==> config.mk <==
export PLATFORM = sky130hd
export DESIGN_NAME = tmu_texel_fetch_filter
export DESIGN_NICKNAME = d
export VERILOG_FILES = /design/src/rtl/tmu_texel_fetch_filter.sv
export SDC_FILE = /design/constraint.sdc
export NUM_CORES = 2
export LEC_CHECK = 0
export ABC_AREA = 1
export CAP_MARGIN = 20
export CORE_AREA = 10 10 376 378
export CTS_CLUSTER_DIAMETER = 150
export DETAILED_ROUTE_END_ITERATION = 8
export DIE_AREA = 0 0 386 388
export PLACE_DENSITY = 0.74
export REMOVE_ABC_BUFFERS = 1
export SLEW_MARGIN = 20
export SYNTH_ARGS = -nofsm -noshare
export SYNTH_HDL_FRONTEND = slang
export SYNTH_SLANG_ARGS = --single-unit
==> constraint.sdc <==
create_clock -name aclk -period 15.1 [get_ports aclk]
set_input_delay 2.265 -clock aclk [delete_from_list [all_inputs] [get_ports aclk]]
set_output_delay 2.265 -clock aclk [all_outputs]
set_load 0.03 [all_outputs]
==> src/rtl/tmu_texel_fetch_filter.sv <==
`default_nettype none
// ============================================================================
// Module      : tmu_texel_fetch_filter
// Description : Multi-beat texel-quad fetch over 1/2/4 memory read ports,
//               followed by a per-channel bilinear (or nearest) filter.
// Revision    : 1.0 - initial release
// ============================================================================
module tmu_texel_fetch_filter #(
    parameter int PIXEL_WIDTH     = 32,
    parameter int SUB_PIXEL_WIDTH = 8,
    parameter int ADDR_WIDTH      = 17,
    parameter int NUM_READ_PORTS  = 4,
    parameter int MEM_LATENCY     = 1,
    parameter int SUB_COORD_WIDTH = 8,
    parameter int USER_WIDTH      = 32
) (
    input  logic                                  aclk,
    input  logic                                  areset,
    input  logic                                  s_valid,
    output logic                                  s_ready,
    input  logic [4*ADDR_WIDTH-1:0]               s_texelAddr,
    input  logic [SUB_COORD_WIDTH-1:0]            s_subCoordS,
    input  logic [SUB_COORD_WIDTH-1:0]            s_subCoordT,
    input  logic                                  s_filterEnable,
    input  logic [USER_WIDTH-1:0]                 s_user,
    output logic [NUM_READ_PORTS*ADDR_WIDTH-1:0]  mem_addr,
    output logic [NUM_READ_PORTS-1:0]             mem_rden,
    input  logic [NUM_READ_PORTS*PIXEL_WIDTH-1:0] mem_rdata,
    output logic                                  m_valid,
    input  logic                                  m_ready,
    output logic [PIXEL_WIDTH-1:0]                m_texel,
    output logic [USER_WIDTH-1:0]                 m_user
);

    localparam int CHANNELS       = PIXEL_WIDTH / SUB_PIXEL_WIDTH;
    localparam int BEATS_BILINEAR = (NUM_READ_PORTS > 0) ? 4 / NUM_READ_PORTS : 1;
    localparam int IW             = SUB_PIXEL_WIDTH + SUB_COORD_WIDTH + 1;

    if (!(NUM_READ_PORTS == 1 || NUM_READ_PORTS == 2 || NUM_READ_PORTS == 4)) begin : g_bad_read_ports
        $error("NUM_READ_PORTS must be 1, 2 or 4");
    end
    if (MEM_LATENCY < 1) begin : g_bad_latency
        $error("MEM_LATENCY must be at least 1");
    end
    if (PIXEL_WIDTH % SUB_PIXEL_WIDTH != 0) begin : g_bad_pixel_width
        $error("PIXEL_WIDTH must be a multiple of SUB_PIXEL_WIDTH");
    end

    typedef enum logic [2:0] {
        ST_IDLE   = 3'd0,
        ST_ISSUE  = 3'd1,
        ST_WAIT   = 3'd2,
        ST_FILTER = 3'd3,
        ST_OUT    = 3'd4
    } state_t;

    state_t state, next_state;

    logic [ADDR_WIDTH-1:0]        addr_q [4];
    logic [PIXEL_WIDTH-1:0]       quad   [4];
    logic [SUB_COORD_WIDTH-1:0]   coord_s, coord_t;
    logic                         filter_en;
    logic [USER_WIDTH-1:0]        user_q;
    logic [1:0]                   beat;
    logic [1:0]                   last_beat;
    logic [MEM_LATENCY-1:0]       pipe_vld;
    logic [MEM_LATENCY-1:0][1:0]  pipe_beat;
    logic                         capture;
    logic [1:0]                   cap_beat;
    logic [PIXEL_WIDTH-1:0]       filtered;

    // Quad slot fetched by port p during beat b.
    function automatic logic [1:0] slot_of(input logic [1:0] b, input int p);
        return 2'(int'(b) * NUM_READ_PORTS + p);
    endfunction

    function automatic logic [SUB_PIXEL_WIDTH-1:0] lerp(
        input logic [SUB_PIXEL_WIDTH-1:0] a,
        input logic [SUB_PIXEL_WIDTH-1:0] b,
        input logic [SUB_COORD_WIDTH-1:0] f
    );
        logic [IW-1:0] full;
        logic [IW-1:0] sum;
        full = IW'(1) << SUB_COORD_WIDTH;
        sum  = IW'(a) * (full - IW'(f)) + IW'(b) * IW'(f);
        return sum[SUB_COORD_WIDTH +: SUB_PIXEL_WIDTH];
    endfunction

    assign last_beat = filter_en ? 2'(BEATS_BILINEAR - 1) : 2'd0;
    assign capture   = pipe_vld[MEM_LATENCY-1];
    assign cap_beat  = pipe_beat[MEM_LATENCY-1];

    always_ff @(posedge aclk or posedge areset) begin
        if (areset) begin
            state <= ST_IDLE;
        end else begin
            state <= next_state;
        end
    end

    always_comb begin
        next_state = state;
        s_ready    = (state == ST_IDLE) && !areset;
        m_valid    = (state == ST_OUT);
        mem_rden   = '0;
        mem_addr   = '0;
        case (state)
            ST_IDLE:   if (s_valid) next_state = ST_ISSUE;
            ST_ISSUE: begin
                for (int p = 0; p < NUM_READ_PORTS; p++) begin
                    if (filter_en || p == 0) begin
                        mem_rden[p]                       = 1'b1;
                        mem_addr[p*ADDR_WIDTH +: ADDR_WIDTH] = addr_q[slot_of(beat, p)];
                    end
                end
                if (beat == last_beat) next_state = ST_WAIT;
            end
            ST_WAIT:   if (capture && cap_beat == last_beat) next_state = ST_FILTER;
            ST_FILTER: next_state = ST_OUT;
            ST_OUT:    if (m_ready) next_state = ST_IDLE;
            default:   next_state = ST_IDLE;
        endcase
    end

    always_comb begin
        filtered = '0;
        for (int c = 0; c < CHANNELS; c++) begin
            filtered[c*SUB_PIXEL_WIDTH +: SUB_PIXEL_WIDTH] = lerp(
                lerp(quad[0][c*SUB_PIXEL_WIDTH +: SUB_PIXEL_WIDTH],
                     quad[1][c*SUB_PIXEL_WIDTH +: SUB_PIXEL_WIDTH], coord_s),
                lerp(quad[2][c*SUB_PIXEL_WIDTH +: SUB_PIXEL_WIDTH],
                     quad[3][c*SUB_PIXEL_WIDTH +: SUB_PIXEL_WIDTH], coord_s),
                coord_t);
        end
    end

    // The issue tracker tags each beat so returning data lands in its own slot;
    // clearing it on reset drops any reads still in flight.
    always_ff @(posedge aclk or posedge areset) begin
        if (areset) begin
            for (int i = 0; i < 4; i++) begin
                addr_q[i] <= '0;
                quad[i]   <= '0;
            end
            coord_s   <= '0;
            coord_t   <= '0;
            filter_en <= 1'b0;
            user_q    <= '0;
            beat      <= 2'd0;
            pipe_vld  <= '0;
            pipe_beat <= '0;
            m_texel   <= '0;
            m_user    <= '0;
        end else begin
            if (state == ST_IDLE && s_valid) begin
                for (int i = 0; i < 4; i++) begin
                    addr_q[i] <= s_texelAddr[i*ADDR_WIDTH +: ADDR_WIDTH];
                end
                coord_s   <= s_subCoordS;
                coord_t   <= s_subCoordT;
                filter_en <= s_filterEnable;
                user_q    <= s_user;
            end
            beat         <= (state == ST_ISSUE) ? beat + 2'd1 : 2'd0;
            pipe_vld[0]  <= (state == ST_ISSUE);
            pipe_beat[0] <= beat;
            for (int i = 1; i < MEM_LATENCY; i++) begin
                pipe_vld[i]  <= pipe_vld[i-1];
                pipe_beat[i] <= pipe_beat[i-1];
            end
            if (capture) begin
                for (int p = 0; p < NUM_READ_PORTS; p++) begin
                    if (filter_en || p == 0) begin
                        quad[slot_of(cap_beat, p)] <= mem_rdata[p*PIXEL_WIDTH +: PIXEL_WIDTH];
                    end
                end
            end
            if (state == ST_FILTER) begin
                m_texel <= filter_en ? filtered : quad[0];
                m_user  <= user_q;
            end
        end
    end

endmodule
`default_nettype wire

### After elaboration in Yosys (flattened, before gate mapping)

Cells that the tools add are included.

* register bits: 317

* multiplexer cells: 37
* magnitude comparators: 9
* multipliers: 24
* eq/ne operators: 8
* add/subtract/negate cells: 21
* bitwise gates (word level): 6
* reductions and logical operators: 11

Operators by type and width (count)
* 2-to-1 mux 128 bit: 6
* bitwise mux 128 bit: 3
* adder 16 bit: 12
* demux 32 bit (select 2 bit): 3
* multiplier 8 x 8 -> 16 bit: 12
* multiplier 8 x 17 -> 16 bit: 10
* 2-to-1 mux 17 bit: 9
* 2-to-1 mux 32 bit: 4
* binary-select mux 17 bit (select 2 bit): 3
* 2-to-1 mux 68 bit: 1
* multiplier 9 x 10 -> 16 bit: 2
* subtractor 9 x 8 -> 10 bit (first input constant): 2
* >= comparator 3 bit (second input constant): 6
* NOT 2 -> 3 bit: 6
* case mux 3 bit (5 select lines): 1
* 2-to-1 mux 3 bit: 4
* < comparator 3 x 1 -> 1 bit (second input constant): 3
* adder 1 x 1 -> 2 bit (both inputs constant): 4
* == test 3 x 2 -> 1 bit (second input constant): 2
* logical AND 1 bit: 6
* inequality test 2 bit (second input constant): 3
* adder 1 x 2 -> 2 bit (both inputs constant): 2
* logical NOT 2 bit: 2
* 2-to-1 mux 4 bit: 1
* 9 further kinds: 9

### Logic depth before layout (Yosys ltp)

* depth in word-level cells: 14
* depth in mapped cells: 65
* depth with buffers taken out: 61

### Worst setup path before layout

Ideal clock, no wire load.

* path type: reg2reg
* from: register coord_s[0]
* to: register m_texel[29]
* path slack: 3.869 ns
* arrival: 11.108 ns
* cell stages (with the launch flop): 61
* clock period less this slack: 11.231 ns
* data required time: 14.977 ns
* cell sequence: dfrtp_1 buf_4 buf_6 clkbuf_1 inv_1 ha_1 nand2_1 nor2_2 nand2_1 o21ai_0 nand2_1 inv_1 clkbuf_1 nand2_1 fa_1 fa_1 inv_1 fa_1 [25 not listed] inv_1 fa_1 fa_1 inv_1 fa_1 inv_1 ha_1 nand2_1 nor2_1 inv_1 nor4_1 nand4_1 nand2_1 nand2_1 nand2_1 nor2_1 o21ai_0 nand2_1

* word-level cells in the longest chain between the ends: 6
* elaborated cells between the ends (all ways): 11

Ends and longest elaborated chain
* start: declaration: line 61 `logic [SUB_COORD_WIDTH-1:0] coord_s, coord_t;`
* start signal: assignment: line 159 `coord_s <= s_subCoordS;`
* subtractor 9 x 8 -> 10 bit: line 85 `sum = IW'(a) * (full - IW'(f)) + IW'(b) * IW'(f);`
* multiplier 8 x 17 -> 16 bit or multiplier 9 x 10 -> 16 bit (tied branches): line 85
* adder 16 bit: line 85
* multiplier 9 x 10 -> 16 bit or multiplier 8 x 8 -> 16 bit (tied branches): line 85
* adder 16 bit *: line 85
* 2-to-1 mux 32 bit *: line 179 `m_texel <= filter_en ? filtered : quad[0];`
* end signal: assignment: line 179
* end: declaration: line 31 `output logic [PIXEL_WIDTH-1:0] m_texel,`

Every way passes the cells marked *; elsewhere a longest branch is shown, timed or not.
A chain may end at the register's enable or synchronous reset.

### Worst setup path after layout

* from: register coord_s[1]
* to: register m_texel[21]

* word-level cells in the longest chain between the ends: 6
* elaborated cells between the ends (all ways): 11

Ends and longest elaborated chain (line)
* subtractor 9 x 8 -> 10 bit: 85
* multiplier 8 x 17 -> 16 bit: 85
* adder 16 bit: 85
* multiplier 8 x 17 -> 16 bit or multiplier 8 x 8 -> 16 bit (tied branches): 85
* adder 16 bit *: 85
* 2-to-1 mux 32 bit *: 179

Marked as above.

==> results by group <==
Flow run
  • Max_cap viols: 0

Timing
  • Fmax: roughly 80 MHz
  • RSZ-0062 raised after global routing: false
  • Final min period: around 13 ns
  • Final setup viols: 0
  • Worst slew pin tran: between 1 and 1.5 ns
  • Hold_ws: just under 0.4 ns
  • Worst rel slew slack: 0.238
  • Final Cycle Share: 0.851
  • Worst Skew: just under 0.04 ns
  • Final slew viol count: 0
  • Final Hold Fails: 0
  • Setup tns final: 0 ns

Floorplan
  • Initial Utilization: 0.497
  • Die height: between 300 and 400 um
  • Die outline width: ~390 um
  • IO Pins: approximately 390
  • Core Footprint: 133000 sq um
  • Std cell rows: 134
  • Die area: 150000 sq um

Logic synthesis
  • Synth area leader: fa_1
  • Most frequent cells after synthesis: 2371 x inv_1, 1554 x nand2_1, 1200 x fa_1, 849 x nor2_1, 731 x ha_1
  • Synth Warn #: 0
  • Count leader, synth: inv_1
  • EDFF count, synth: 0
  • #FFs+latches synth: roughly 320
  • Ys flop type: dfrtp_1
  • Cell variety after synth: 55
  • Async S/R FF share, synth: 1.00
  • Synth Cell Area: 66300 sq um
  • Synthesized area per cell: 8.06 sq um
  • Cell count after synthesis: 8221
  • Sequential-to-total area share from yosys stat: 0.120
  • Synth top area cells: fa_1 36%, ha_1 14%, inv_1 13%, dfrtp_1 12%, nand2_1 8.8%
  • Synth top area share: 0.362

GRT
  • Vias in the first global route: around 57000
  • Largest net degree at the start of global routing: ~130
  • Met3 Use GR: 0.0692
  • Gr usage total: 0.262
  • Initial antenna violation count: 6
  • Overflow left after global routing: 0
  • Met1 usage: 0.324
  • First-pass GRT wire length: 310 mm
  • Grt peak-use layer: met2
  • Met2 global-route usage: 0.436

Layout
  • Synthesis-to-layout area growth: 10.5%
  • Share of post-route cells with drive strength above 1: 0.0431
  • NumNets Final: about 11000

CTS
  • Cts bufs inserted: 46
  • Clk sink count: ~320
  • Clock Tree Buf Depth: 3
  • # hold bufs at CTS: 0
  • Resized Gates After CTS: 0
  • Post-CTS Setup Bufs: 0
  • Root Buffer: clkbuf_16
  • H-tree depth: 2
  • Clk slew on worst S/H paths: 0.06 ns
  • Clock insertion delay at the later pin of the skew report: 0.67 ns
  • CTS tree: done

Route
  • Wirelength per Cell: 18.9 um
  • Post-Route WL: 193 mm
  • DR iter-0 viols: 3652
  • Vias per inst: 5.14
  • DR vias: 52486
  • TritonRoute pass-1 iters: 8
  • DRC Markers: 0
  • ANT nets after route: 0

Place
  • Port Buffers: 386
  • Final Wtd Congestion: 0.970
  • HPWL after DPL: 154 mm

Critical path
  • Peak per-stage delay on the critical path: 0.74 ns
  • Worst path most repeated cell: fa_1
  • CP top delay family: adder cells
  • Crit path buf inv count: 11
  • Stages on worst setup path: 48
  • Reg2reg path depth: 48
  • Crit start category: flip-flop
  • Worst Path Required: 15.64 ns
  • Crit path kind: flip-flop to flip-flop
  • Crit. End Element: flip-flop
  • CP Max Fanout: 28
  • Critical Path AT: 13.39 ns
  • CP max stage cell: dfrtp_2

Outcome
  • Status: complete, no violations

Worst hold path
  • Hold Path Class: flip-flop to flip-flop
  • Hold-critical path depth: 0
[worst reg2reg max path, delay by kind of cell (launching register included)]
family	cells	cell delay [ns]
adders and majority gates	15	6.69
buffers and inverters	11	1.75
AOI/OAI and AO/OA	9	1.66
and+or+nand+nor	12	1.15
DFF	1	0.74
xor gates and xnor gates	1	0.71
[path summary, 6_finish.rpt]
kind                                   startpoint                 endpoint  slack, ns
max in group asynchronous                  areset     quad[63]$_DFFE_PP0P_      11.46
min in group asynchronous                  areset   addr_q[59]$_DFFE_PP0P_       2.20
hold reg to reg                 beat[1]$_DFF_PP0_    cap_beat[1]$_DFF_PP0_       0.39
hold / removal                  beat[1]$_DFF_PP0_    cap_beat[1]$_DFF_PP0_       0.39
setup / recovery           coord_s[1]$_DFFE_PP0P_  m_texel[21]$_DFFE_PP0P_       2.25
setup reg to reg           coord_s[1]$_DFFE_PP0P_  m_texel[21]$_DFFE_PP0P_       2.25
[area by class of cell]
| class | count | area [sq um] |
|---|---|---|
| inverters | 2397 | 9010 |
| multi-input cells | 5192 | 48200 |
| fillers | 12174 | 60000 |
| clock buffers | 60 | 1310 |
| well taps | 1768 | 2210 |
| repair buffers | 450 | 4360 |
| clock inverters | 25 | 270 |
| diodes | 1 | 2.50 |
| flip-flops and latches | 317 | 7950 |
[routing by layer]
metal  up-vias  wire [um]
met3       451      18300
met2      1973      90900
met5         -         24
met1     26144      74600
li1      23914          -
met4         4       9140
[cell families (layout without fill, tap and decap cells)]
group / after synthesis / after routing / share of synthesized area
AND/OR/NAND/NOR: 2653 / 2653 / 0.158
XOR/XNOR: 117 / 117 / 0.0171
buffers and inverters: 2712 / 2932 / 0.155
AO/OA/AOI/OAI: 385 / 385 / 0.0315
multiplexers: 106 / 106 / 0.0180
flip-flops: 317 / 317 / 0.120
other: 0 / 1 / 0
adder cells (fa/ha/maj): 1931 / 1931 / 0.500
[registers in the layout, indices dropped and copies added, names as in the netlist]
signal	cells
addr_q	68
state	3
coord_t	8
m_texel	32
capture	1
m_user	32
quad	128
beat	2
user_q	32
coord_s	8
filter_en	1
cap_beat	2
[metrics by stage]
step | instances | instance area, sq um | worst slack [ns] | utilization
floorplan | 7906 | 65000 | 1.71 | -
global route | 10209 | 73300 | 1.45 | 0.550
CTS | 10209 | 73300 | 2.32 | 0.550
finish | 10210 | 73300 | 2.25 | 0.550
global placement | 10124 | 71700 | 2.54 | 0.538
detailed placement | 10124 | 71700 | 2.36 | 0.538
[cell usage in the layout (no fill, tap or decap), types with 106 or more instances in the layout]
cell type	instances
a21oi_1	241
nor2_1	849
nand2_1	1547
ha_1	730
inv_1	2367
nand3_1	113
clkdlybuf4s50_1	386
fa_1	1200
dfrtp_1	307
mux2_2	106
Power is not shown: default switching activity piles up to over one toggle a cycle in this logic, so the estimate is an artifact.
